### src/rtl/seq_pkg.sv
// Shared definitions for the serial pattern scan controller: defaults, state codes, pattern mask helper.
package seq_pkg;

  localparam int unsigned DEF_DATA_W = 16;
  localparam int unsigned DEF_PAT_W  = 4;
  localparam int unsigned MASK_MAX_W = 32;

  localparam logic [1:0] IDLE  = 2'b00;
  localparam logic [1:0] SHIFT = 2'b01;
  localparam logic [1:0] DONE  = 2'b10;

  // Low `len` bits set, i.e. (1<<len)-1, saturating at MASK_MAX_W bits.
  function automatic logic [MASK_MAX_W-1:0] mask(input int unsigned len);
    logic [MASK_MAX_W-1:0] m;
    m = '0;
    for (int unsigned i = 0; i < MASK_MAX_W; i++) begin
      m[i] = (i < len);
    end
    return m;
  endfunction

endpackage

### src/rtl/seq_match_core.sv
// History shift register plus masked, length-qualified overlapping pattern compare.
module seq_match_core
  import seq_pkg::*;
#(
  parameter int unsigned PAT_W = DEF_PAT_W,
  parameter int unsigned LEN_W = 3,
  parameter int unsigned IDX_W = 4
) (
  input  logic             clk,
  input  logic             rst,
  input  logic             clr,
  input  logic             shift_en,
  input  logic             bit_in,
  input  logic [PAT_W-1:0] pat,
  input  logic [LEN_W-1:0] pat_len,
  input  logic [IDX_W-1:0] idx,
  output logic             match_c
);

  logic [PAT_W-1:0] hist_q;
  logic [PAT_W-1:0] hist_next_c;
  logic [PAT_W-1:0] pat_mask_c;

  generate
    if (PAT_W == 1) begin : g_one
      assign hist_next_c = bit_in;
    end else begin : g_multi
      assign hist_next_c = {hist_q[PAT_W-2:0], bit_in};
    end
  endgenerate

  assign pat_mask_c = PAT_W'(mask(32'(pat_len)));

  // Match only once enough bits have been seen to fill the pattern.
  assign match_c = shift_en
                 && (((hist_next_c ^ pat) & pat_mask_c) == '0)
                 && ((32'(idx) + 32'd1) >= 32'(pat_len));

  always_ff @(posedge clk) begin
    if (rst) begin
      hist_q <= '0;
    end else if (clr) begin
      hist_q <= '0;
    end else if (shift_en) begin
      hist_q <= hist_next_c;
    end
  end

endmodule

### src/rtl/seq_scan_ctrl.sv
// Word-level scan controller: captures a word and pattern on start, shifts it MSB-first through the matcher.
module seq_scan_ctrl
  import seq_pkg::*;
#(
  parameter int unsigned DATA_W = DEF_DATA_W,
  parameter int unsigned PAT_W  = DEF_PAT_W,
  parameter int unsigned CNT_W  = $clog2(DATA_W + 1)
) (
  input  logic                         clk,
  input  logic                         rst,
  input  logic                         start,
  input  logic [DATA_W-1:0]            data_in,
  input  logic [PAT_W-1:0]             pat,
  input  logic [$clog2(PAT_W+1)-1:0]   pat_len,
  output logic                         busy,
  output logic                         hit,
  output logic                         done,
  output logic [CNT_W-1:0]             match_cnt,
  output logic                         err
);

  localparam int unsigned LEN_W = $clog2(PAT_W + 1);
  localparam int unsigned IDX_W = $clog2(DATA_W);

  logic [1:0]        state_q, state_d;
  logic [DATA_W-1:0] word_q, word_d;
  logic [PAT_W-1:0]  pat_q, pat_d;
  logic [LEN_W-1:0]  len_q, len_d;
  logic [IDX_W-1:0]  idx_q, idx_d;
  logic [CNT_W-1:0]  cnt_q, cnt_d;
  logic              busy_q, busy_d;
  logic              hit_q, hit_d;
  logic              done_q, done_d;
  logic              err_q, err_d;
  logic              clr_c, shift_c, match_c, len_ok_c;

  assign len_ok_c = (32'(pat_len) >= 32'd1) && (32'(pat_len) <= PAT_W);

  seq_match_core #(
    .PAT_W (PAT_W),
    .LEN_W (LEN_W),
    .IDX_W (IDX_W)
  ) u_core (
    .clk      (clk),
    .rst      (rst),
    .clr      (clr_c),
    .shift_en (shift_c),
    .bit_in   (word_q[DATA_W-1]),
    .pat      (pat_q),
    .pat_len  (len_q),
    .idx      (idx_q),
    .match_c  (match_c)
  );

  // Next-state and next-output logic.
  always_comb begin
    state_d = state_q;
    word_d  = word_q;
    pat_d   = pat_q;
    len_d   = len_q;
    idx_d   = idx_q;
    cnt_d   = cnt_q;
    busy_d  = busy_q;
    err_d   = err_q;
    hit_d   = 1'b0;
    done_d  = 1'b0;
    clr_c   = 1'b0;
    shift_c = 1'b0;
    case (state_q)
      IDLE: begin
        if (start) begin
          word_d = data_in;
          pat_d  = pat;
          len_d  = pat_len;
          idx_d  = '0;
          cnt_d  = '0;
          err_d  = 1'b0;
          clr_c  = 1'b1;
          if (len_ok_c) begin
            state_d = SHIFT;
            busy_d  = 1'b1;
          end else begin
            state_d = DONE;
            done_d  = 1'b1;
            err_d   = 1'b1;
          end
        end
      end
      SHIFT: begin
        shift_c = 1'b1;
        hit_d   = match_c;
        word_d  = word_q << 1;
        if (match_c) begin
          cnt_d = cnt_q + CNT_W'(1);
        end
        if (idx_q == IDX_W'(DATA_W - 1)) begin
          state_d = DONE;
          busy_d  = 1'b0;
          done_d  = 1'b1;
        end else begin
          idx_d = idx_q + IDX_W'(1);
        end
      end
      DONE: begin
        state_d = IDLE;
      end
      default: begin
        state_d = IDLE;
        busy_d  = 1'b0;
      end
    endcase
  end

  always_ff @(posedge clk) begin
    if (rst) begin
      state_q <= IDLE;
      word_q  <= '0;
      pat_q   <= '0;
      len_q   <= '0;
      idx_q   <= '0;
      cnt_q   <= '0;
      busy_q  <= 1'b0;
      hit_q   <= 1'b0;
      done_q  <= 1'b0;
      err_q   <= 1'b0;
    end else begin
      state_q <= state_d;
      word_q  <= word_d;
      pat_q   <= pat_d;
      len_q   <= len_d;
      idx_q   <= idx_d;
      cnt_q   <= cnt_d;
      busy_q  <= busy_d;
      hit_q   <= hit_d;
      done_q  <= done_d;
      err_q   <= err_d;
    end
  end

  assign busy      = busy_q;
  assign hit       = hit_q;
  assign done      = done_q;
  assign match_cnt = cnt_q;
  assign err       = err_q;

endmodule

### config.mk
export PLATFORM = sky130hd
export DESIGN_NAME = seq_scan_ctrl
export DESIGN_NICKNAME = d
export VERILOG_FILES = /design/src/rtl/seq_pkg.sv /design/src/rtl/seq_match_core.sv /design/src/rtl/seq_scan_ctrl.sv
export SDC_FILE = /design/constraint.sdc
export NUM_CORES = 1
export LEC_CHECK = 0
export ABC_AREA = 0
export BUFFER_PORTS_ARGS = -buffer_cell sky130_fd_sc_hd__buf_4
export CORE_ASPECT_RATIO = 0.9
export CORE_MARGIN = 2
export CORE_UTILIZATION = 50
export DETAILED_ROUTE_END_ITERATION = 8
export PLACE_DENSITY = 0.73
export SLEW_MARGIN = 20
export SYNTH_ARGS = -nofsm -noshare
export SYNTH_HDL_FRONTEND = slang
export SYNTH_SLANG_ARGS = --single-unit
### constraint.sdc
create_clock -name clk -period 4.7 [get_ports clk]
set_clock_uncertainty 0.15 [all_clocks]
set_input_delay 0.235 -clock clk [delete_from_list [all_inputs] [get_ports clk]]
set_output_delay 0.235 -clock clk [all_outputs]
set_load 0.03 [all_outputs]
==> impl_metrics.tcl <==
set metrics [dict create \
    status "completed" \
    cts_tree "yes" \
    yosys_warnings 0 \
    worst_slew_pin_slew_ns 1.055 \
    fill_cells 303 \
    yosys.area_share.simple_pct 17.22 \
    worst_hold_path_type "input port to flop" \
    io_pins 35 \
    start_kind "flop" \
    synth_cell_type_count 30 \
    syn_nets 238 \
    path_clk_slew_ns 0.08 \
    end_kind "flop" \
    grt_pass1_vias 1393 \
    async_reset_ff_share_pct 0 \
    finalHoldViolations 0 \
    period_share_pct 49.81 \
    slew_viol_final 0 \
    ir_drop_uv 252.4 \
    routedWlPerCell_um 12.55 \
    ctsResizeCount 0 \
    worst_ep_arrival_time_ns 2.42 \
    yosysSeqAreaShare_pct 44.99 \
    yosysMostFrequentCell "dfxtp_1" \
    htree_num_levels 2 \
    p_total_uw 823.7 \
    antenna_cells 0 \
    synth_top_area_share_pct 44.99 \
    dp_hpwl_um 2423 \
    hold_buffers 0 \
    synth-seq-cells 41 \
    yosys-mux-area-fraction_pct 10.43 \
    drc_errors 0 \
    dr.pass1.iters 4 \
    port_buffers 34 \
    syn_avg_cell_area_sq_um 8.813 \
    nets 268 \
    worstPathMaxFanout 10 \
    yosysTopAreaCell "dfxtp_1" \
    yosys-top-cells-count "dfxtp_1, nor2_1, mux2i_1, nand2_1, a21oi_1" \
    syn_inst 207 \
    rsz0062_at_grt "false" \
    fin_util_pct 64.16 \
    synth-compound-area-share_pct 16.60 \
    synth_top_family_by_area "simple AND/OR/NAND/NOR gates" \
    fin_cells 282 \
    routed_wl_um 3538 \
    powerDensity_nw_per_um2 374.5 \
    die_h_um 61.31 \
    critPathKind "flop to flop" \
    grt_start_max_net_pins 36 \
    start_util_pct 53.21 \
    cts-root-buf "clkbuf_8" \
    drive_gt1_share_pct 19.75 \
    grt_util_all_layers_pct 19.62 \
    synth_adder_area_share_pct 3.429 \
    antenna_found_initial 0 \
    drt-vias-per-instance 5.280 \
    synth_edf_count 0 \
    drv_cap 0 \
    drt_iter0_markers 85 \
    synth_ff_type "dfxtp_1" \
    post_cts_buffers 0 \
    max_freq_ghz 0.4272 \
    p_leak_uw 0.001005 \
    core_sq_um 3428 \
    clk_latency_ns 0.29 \
    drtAntennaViolNets 0 \
    final.setup.tns_ns 0 \
    critPathRequiredTime_ns 4.78 \
    setup_viol 0 \
    cts_max_path_buffers 2 \
    areaGrowthSynthToFinish_pct 20.58 \
    vias 1489 \
    synth_xor_area_share_pct 3.361 \
    routabilityCongestion 0.8129 \
    synth_area_leaders "dfxtp_1, mux2i_1, nor2_1, a211oi_1, a21oi_1" \
    die_x_um 67.67 \
    max_slew_margin_pct 29.56 \
    die-area_sq_um 4149 \
    clock_sink_count 41 \
    min_period_ns 2.341 \
    numCtsBuffers 5 \
    dp.cells 274 \
    syn-cell-area_sq_um 1824 \
    grt-ovfl-total 0 \
    rows 20 \
    grt_pass1_wl_um 5892 \
]
area by class of cell:
class                      instances  area (sq um)  share of cell area (%)
clock inverter                     1         30.03                   1.365
timing repair buffer              35         262.8                   11.95
clock buffer                       7         86.33                   3.925
tap                               44         55.05                   2.503
sequential                        41         820.8                   37.32
multi-input combinational        151         933.4                   42.43
inverter                           3         11.26                  0.5119
flip-flops by register name, summed over array words and instances (netlist names):
signal,cells
idx_q,4
hit,1
done,1
match_cnt,5
state_q,2
u_core.hist_q,3
len_q,3
err,1
pat_q,4
busy,1
word_q,16
cells in the final DEF, fill, tap and decap left out, drive strengths merged, types with 4 or more instances in the layout:
master  synthesis  routed
mux2i          19      19
or3             4       4
a211oi         15      15
ha              5       5
nand3           4       4
dfxtp          41      41
clkbuf          9       7
nor2           34      34
nand2          19      19
o21ai           6       6
xor2            5       5
buf             3      35
a21oi          17      17
through the flow:
step | hold slack, ns | setup slack [ns] | area, sq um
after detailed placement | 0.2988 | 2.378 | 2083
after global routing | 0.04590 | 2.185 | 2200
after CTS | 0.03074 | 2.352 | 2200
final | 0.03281 | 2.359 | 2200
after floorplan | 0.2210 | 2.497 | 1824
after global placement | 0.2945 | 2.423 | 2083
worst paths after layout:
path                   start      endpoint  slack (ns)  depth (start not counted)
setup / recovery    idx_q[0]  match_cnt[4]        2.36                          8
hold / removal    data_in[0]     word_q[0]        0.03                          3
setup reg to reg    idx_q[0]  match_cnt[4]        2.36                          8
hold reg to reg         busy          busy        0.31                          2
layer usage:
metal	wire (um)	global-route usage [%]
met5	0	0
met4	61	7.872
met3	173	7.130
met2	1533	30.81
met1	1770	24.71
worst max-delay path, stage by stage (launching register included):
cell	delay, ns
dfxtp_1	0.35
ha_1	0.27
xor2_1	0.16
ha_1	0.28
o21a_1	0.11
a21oi_1	0.06
a211o_1	0.37
or3_1	0.37
a21oi_1	0.14
cells by family after synthesis:
logic type	Yosys count
AO/OA/AOI/OAI	48
buffers and inverters	15
flip-flops	41
AND/OR/NAND/NOR	72
XOR/XNOR	7
adder cells (fa/ha/maj)	5
multiplexers	19
power by group:
group	switching [uW]	internal, uW	total, uW	leakage (uW)
Combinational	76.9	62.5	139	0.000610
Clock	118	173	291	0.0000585
Sequential	17.9	375	393	0.000337
Power figures use the tool's default switching activity.
